### src/rtl/dpd_pkg.sv
// Shared constants, width helper and config bundle
// for the runtime-programmable pattern detector.
package dpd_pkg;

  localparam int DPD_MAX_LEN = 8;
  localparam int DPD_CNT_W   = 8;

  function automatic int len_w(input int max_len);
    return $clog2(max_len + 1);
  endfunction

  localparam int DPD_LEN_W = len_w(DPD_MAX_LEN);

  localparam logic [DPD_MAX_LEN-1:0] DPD_DEF_PATTERN = 8'b0001_0110;
  localparam int                     DPD_DEF_LEN     = 5;
  localparam logic                   DPD_DEF_OVERLAP = 1'b0;

  typedef struct packed {
    logic [DPD_MAX_LEN-1:0] pattern;
    logic [DPD_LEN_W-1:0]   len;
    logic                   overlap;
  } dpd_cfg_t;

endpackage

### src/rtl/dpd_window.sv
// Serial history, fill counter and length-masked compare.
// hit is combinational and only asserted on a data beat.
module dpd_window
  import dpd_pkg::*;
#(
  parameter int MAX_LEN = DPD_MAX_LEN,
  parameter int LEN_W   = len_w(MAX_LEN)
) (
  input  logic               clk,
  input  logic               rst,
  input  logic               clr,
  input  logic               beat,
  input  logic               data_in,
  input  logic [MAX_LEN-1:0] pattern,
  input  logic [LEN_W-1:0]   len,
  input  logic               overlap,
  output logic               hit
);

  localparam logic [LEN_W:0]   ONE  = {{LEN_W{1'b0}}, 1'b1};
  localparam logic [LEN_W-1:0] FULL = LEN_W'(MAX_LEN);

  // The oldest bit never reaches a compare, so it is not stored.
  logic [MAX_LEN-2:0] hist;
  logic [LEN_W-1:0]   fill;
  logic [MAX_LEN-1:0] win;
  logic [MAX_LEN-1:0] mask;
  logic [LEN_W:0]     fill_p1;
  logic [LEN_W-1:0]   fill_sat;
  logic               enough;
  logic               eq;

  assign win     = {hist, data_in};
  assign fill_p1 = {1'b0, fill} + ONE;

  always_comb begin
    mask = '0;
    for (int i = 0; i < MAX_LEN; i++) begin
      mask[i] = (i < int'(len));
    end
  end

  assign fill_sat = (fill == FULL) ? fill : fill_p1[LEN_W-1:0];
  assign enough   = (fill_p1 >= {1'b0, len});
  assign eq       = (((win ^ pattern) & mask) == '0);
  assign hit      = beat && enough && eq;

  always_ff @(posedge clk or negedge rst) begin
    if (!rst) begin
      hist <= '0;
      fill <= '0;
    end else if (clr) begin
      hist <= '0;
      fill <= '0;
    end else if (beat) begin
      hist <= win[MAX_LEN-2:0];
      if (hit && !overlap) fill <= '0;
      else                 fill <= fill_sat;
    end
  end

endmodule

### src/rtl/dyn_pattern_det.sv
// Programmable serial pattern detector: config register,
// error flag, saturating match counter and output pulse.
module dyn_pattern_det
  import dpd_pkg::*;
#(
  parameter int                 MAX_LEN     = DPD_MAX_LEN,
  parameter int                 CNT_W       = DPD_CNT_W,
  parameter logic [MAX_LEN-1:0] DEF_PATTERN = MAX_LEN'(DPD_DEF_PATTERN),
  parameter int                 DEF_LEN     = DPD_DEF_LEN,
  parameter logic               DEF_OVERLAP = DPD_DEF_OVERLAP,
  parameter int                 LEN_W       = len_w(MAX_LEN)
) (
  input  logic               clk,
  input  logic               rst,
  input  logic               cfg_load,
  input  logic [MAX_LEN-1:0] cfg_pattern,
  input  logic [LEN_W-1:0]   cfg_len,
  input  logic               cfg_overlap,
  input  logic               cnt_clr,
  input  logic               data_valid,
  input  logic               data_in,
  output logic               pattern_det,
  output logic [CNT_W-1:0]   match_count,
  output logic               cfg_err,
  output logic [LEN_W-1:0]   cur_len
);

  typedef struct packed {
    logic [MAX_LEN-1:0] pattern;
    logic [LEN_W-1:0]   len;
    logic               overlap;
  } cfg_t;

  localparam cfg_t DEF_CFG = '{
    pattern: DEF_PATTERN,
    len:     LEN_W'(DEF_LEN),
    overlap: DEF_OVERLAP
  };

  cfg_t cfg;
  logic len_ok;
  logic load;
  logic beat;
  logic hit;

  assign len_ok = (cfg_len != '0) && (cfg_len <= LEN_W'(MAX_LEN));
  assign load   = cfg_load && len_ok;
  // A legal load drops any coincident data bit.
  assign beat   = data_valid && !load;

  dpd_window #(
    .MAX_LEN (MAX_LEN),
    .LEN_W   (LEN_W)
  ) u_window (
    .clk     (clk),
    .rst     (rst),
    .clr     (load),
    .beat    (beat),
    .data_in (data_in),
    .pattern (cfg.pattern),
    .len     (cfg.len),
    .overlap (cfg.overlap),
    .hit     (hit)
  );

  always_ff @(posedge clk or negedge rst) begin
    if (!rst) begin
      cfg     <= DEF_CFG;
      cfg_err <= 1'b0;
    end else if (cfg_load) begin
      cfg_err <= !len_ok;
      if (len_ok) begin
        cfg <= '{pattern: cfg_pattern,
                 len:     cfg_len,
                 overlap: cfg_overlap};
      end
    end
  end

  always_ff @(posedge clk or negedge rst) begin
    if (!rst) begin
      pattern_det <= 1'b0;
      match_count <= '0;
    end else begin
      pattern_det <= hit;
      if (cnt_clr) begin
        match_count <= '0;
      end else if (hit && (match_count != '1)) begin
        match_count <= match_count + CNT_W'(1);
      end
    end
  end

  assign cur_len = cfg.len;

endmodule

### config.mk
export PLATFORM = sky130hd
export DESIGN_NAME = dyn_pattern_det
export DESIGN_NICKNAME = d
export VERILOG_FILES = /design/src/rtl/dpd_pkg.sv /design/src/rtl/dpd_window.sv /design/src/rtl/dyn_pattern_det.sv
export SDC_FILE = /design/constraint.sdc
export NUM_CORES = 1
export LEC_CHECK = 0
export CAP_MARGIN = 25
export CORE_ASPECT_RATIO = 1.4
export CORE_MARGIN = 3
export CORE_UTILIZATION = 47
export DETAILED_ROUTE_END_ITERATION = 8
export PLACE_DENSITY_LB_ADDON = 0.05
export SYNTH_ARGS = -nofsm -noshare
export SYNTH_HDL_FRONTEND = slang
export SYNTH_HIERARCHICAL = 1
export SYNTH_SLANG_ARGS = --single-unit
### constraint.sdc
create_clock -name clk -period 2.2 [get_ports clk]
set_input_delay 0.44 -clock clk [delete_from_list [all_inputs] [get_ports clk]]
set_output_delay 0.44 -clock clk [all_outputs]
set_load 0.05 [all_outputs]
==> flow_metrics.py <==
metrics = {
    "status": {
        "status": "finished, violations left",
        "failed_checks": "setup timing",
    },
    "die": {
        "dieArea_mm2": 0.00489,
        "rows": 26,
        "start_util_pct": 50.7,
        "die_h_um": 81.5,
        "ios": 33,
        "die_x_um": 59.9,
        "core-area_mm2": 0.00377,
    },
    "logic_synthesis": {
        "yosys-mux-area-fraction_pct": 14.3,
        "yosys.area_share.adder_pct": 4.58,
        "syn_nets": 198,
        "synth-compound-area-share_pct": 10.2,
        "syn_area_mm2": 0.00191,
        "syn_inst": 172,
        "synth_edf_count": 0,
        "yosys_most_used_dff": "dfrtp_1",
        "ys_seq_area_share_pct": 44.8,
        "synth_top_area_cell": "dfrtp_1",
        "async_flop_share_pct": 100,
        "synthXorXnorAreaFrac_pct": 5.49,
        "synth_cell_types": 40,
        "ys_top_cells_by_area": "dfrtp_1 38%, dfstp_2 6.9%, mux2_4 5.5%, mux2i_1 4.7%, ha_1 4.6%",
        "yosysWarnings": 6,
        "avgSynthCellArea_um2": 11.1,
        "synth_top_family_by_area": "simple AND/OR/NAND/NOR gates",
        "ys_seq_elements": 34,
        "yosys.area.top_type_share_pct": 37.9,
        "synth_simple_gate_area_share_pct": 15.9,
    },
    "finish": {
        "final_util_pct": 70.4,
        "area_growth_pct": 38.8,
        "drive_above_1_share_pct": 37.5,
        "layout_commonest_cell": "buf_4",
        "final_nets": 257,
        "nFillCells": 289,
        "num_antenna_cells": 0,
        "final_cell_mix": "30 x buf_4, 28 x dfrtp_1, 20 x clkdlybuf4s50_1",
    },
    "pwr": {
        "power.clock.fraction_pct": 27.2,
        "power.switching_uw": 631,
        "p_int_mw": 1.43,
        "finalPower_mw": 2.06,
        "p_per_area_mw_per_mm2": 775,
        "power.leakage_nw": 1.20,
        "peakVddDrop_mv": 0.618,
        "power_frac_comb_pct": 34.6,
        "pwr-share-seq_pct": 38.1,
        "p_sw_share_pct": 30.6,
    },
    "setup_path": {
        "crit_family": "adder cells",
        "crit_fanout": 4,
        "start_kind": "flip-flop",
        "path_cells": "ha_2 > xor2_1 > ha_1 > o21ai_2 > o21a_2 > nor3_4 > buf_6 > inv_2 > a41oi_2 > mux2_4",
        "endpoint_kind": "flip-flop",
        "slowest_stage": "dfrtp_1",
        "crit_buf_inv": 2,
        "worstPathArrival_ns": 2.52,
        "critical_path_class": "flip-flop to flip-flop",
        "cp.required_ns": 2.37,
        "max_stage_delay_ns": 0.42,
    },
    "detailed_routing": {
        "drc": 0,
        "wl_um": 4540,
        "num_vias": 1538,
        "viasPerCell": 5.61,
        "drt_pass1_iterations": 4,
        "drtIter0Drc": 45,
        "ant_nets": 0,
        "post_drt_wl_per_cell_um": 16.6,
    },
    "sta": {
        "hold_viol": 0,
        "period_needed_ns": 2.34,
        "slew_headroom_pct": 66.1,
        "fmax_mhz": 427,
        "finClkSkew_ns": 0.00528,
        "report.final.slew_viol_count": 0,
        "setup_slack_ns": -0.144,
        "min_period_over_period_pct": 107,
        "rsz0062_at_grt": "yes",
        "tightestPinTransition_ns": 0.507,
        "setup_violations": 7,
    },
    "global_routing": {
        "track_usage_pct": 20.6,
        "top_usage_layer": "met2",
        "grt_pass1_wl_um": 7560,
        "grt_util_met2_pct": 37.1,
        "use_met1_pct": 23.2,
        "antenna_found_initial": 0,
        "grt-ovfl-total": 0,
        "grt_util_met3_pct": 3.93,
        "grt_pass1_vias": 1661,
        "grt_max_degree": 35,
    },
    "clocking": {
        "cts_max_path_buffers": 2,
        "cts_tree": "done",
        "cts_root_buffer": "clkbuf_8",
        "clkTransAtPathRegs_ns": 0.07,
        "cts.sinks": 34,
        "clock_latency_ns": 0.29,
        "cts_buffers": 5,
        "cts_max_level": 2,
    },
    "hold_path": {
        "hold_class": "input pin to flip-flop",
    },
    "placed_design": {
        "port_buffers": 32,
        "dp_hpwl_um": 3270,
        "gp_congestion": 0.792,
    },
    "run": {
        "cap_violations": 0,
    },
}
-- flip-flops by register name (all words and copies together), names as in the netlist --
name	cells
cur_len	4
cfg	9
u_window/fill	4
cfg_err	1
u_window/hist	7
pattern_det	1
match_count	8
-- power groups by stage --
stage | registers [mW] | logic (mW) | clock network (mW)
3_5_place_dp | 0.792 | 0.619 | 0
5_1_grt | 0.794 | 0.768 | 0.601
3_3_place_gp | 0.789 | 0.601 | 0
4_1_cts | 0.783 | 0.675 | 0.576
6_report | 0.786 | 0.713 | 0.561
2_1_floorplan | 0.791 | 0.377 | 0
-- final timing paths --
| kind | from | to | slack (ns) | depth (start not counted) |
|---|---|---|---|---|
| setup / recovery | u_window/fill[0]$_DFFE_PN0P_ | match_count[0]$_DFFE_PN0P_ | -0.14 | 10 |
| hold / removal | data_in | u_window/hist[0]$_DFFE_PN0P_ | 0.50 | 3 |
| setup reg to reg | u_window/fill[0]$_DFFE_PN0P_ | match_count[0]$_DFFE_PN0P_ | -0.14 | 10 |
| hold reg to reg | cfg_err$_DFFE_PN0P_ | cfg_err$_DFFE_PN0P_ | 0.51 | 2 |
| max in group asynchronous | rst | cur_len[0]$_DFFE_PN1P_ | 1.29 | 2 |
| min in group asynchronous | rst | cur_len[3]$_DFFE_PN0P_ | 0.56 | 2 |
-- kinds of logic (layout without fill, tap and decap cells) --
logic type / count (synthesis) / after routing
AOI/OAI and AO/OA: 30 / 30
xor gates and xnor gates: 12 / 12
adders and majority gates: 7 / 7
buffers and inverters: 17 / 77
DFF: 34 / 34
muxes: 23 / 23
and+or+nand+nor: 49 / 49
-- what timing repair did --
action                                  4_1_cts  5_1_grt
setup buffers                                 3        3
resized for setup                            25       16
endpoints found under the setup margin       12       12
hold buffers                                  0        0
gates cloned                                  0        0
pin swaps                                    10       14
-- through the flow --
stage	area [µm²]	std cells	hold WS [ns]	setup WS, ns	setup TNS [ns]
floorplan	1950	172	0.144	-0.328	-1.24
global placement	2450	260	0.480	-0.692	-7.13
detailed placement	2450	260	0.494	-0.733	-8.20
CTS	2590	271	0.499	-0.203	-0.643
global route	2660	274	0.509	-0.223	-1.35
finish	2660	274	0.498	-0.144	-0.756
-- synth_stat cells (5+ instances only) --
| cell | n |
|---|---|
| nor2_1 | 11 |
| mux2_2 | 7 |
| a211oi_1 | 6 |
| dfstp_2 | 5 |
| o21ai_0 | 5 |
| inv_1 | 7 |
| mux2_4 | 7 |
| dfrtp_1 | 29 |
| nor3_1 | 8 |
| xnor2_1 | 9 |
| a21oi_1 | 6 |
| nand2_1 | 6 |
| ha_1 | 7 |
| mux2i_1 | 9 |
-- routing by layer --
metal | part of all wire (%) | vias up | wire length (µm)
li1 | - | 738 | -
met1 | 39 | 740 | 1770
met2 | 55 | 46 | 2480
met3 | 3.2 | 14 | 147
met4 | 3.1 | 0 | 141
met5 | 0 | - | 0
-- worst register-to-register path: cells and delay by family (launching register included) --
family          cells  cell delay (ns)
xor+xnor            1             0.14
flops               1             0.42
buf+inv             2             0.17
mux                 1             0.32
simple gates        1             0.20
compound gates      3             0.47
fa+ha+maj           2             0.51
-- layout make-up --
class | instances | area, µm² | area share, %
multi-input combinational | 121 | 1070 | 40.2
sequential | 34 | 858 | 32.3
timing repair buffer | 62 | 547 | 20.6
clock buffer | 7 | 76.3 | 2.87
tap | 42 | 52.6 | 1.98
clock inverter | 1 | 30.0 | 1.13
inverter | 7 | 26.3 | 0.989
Power figures use the tool's default switching activity.
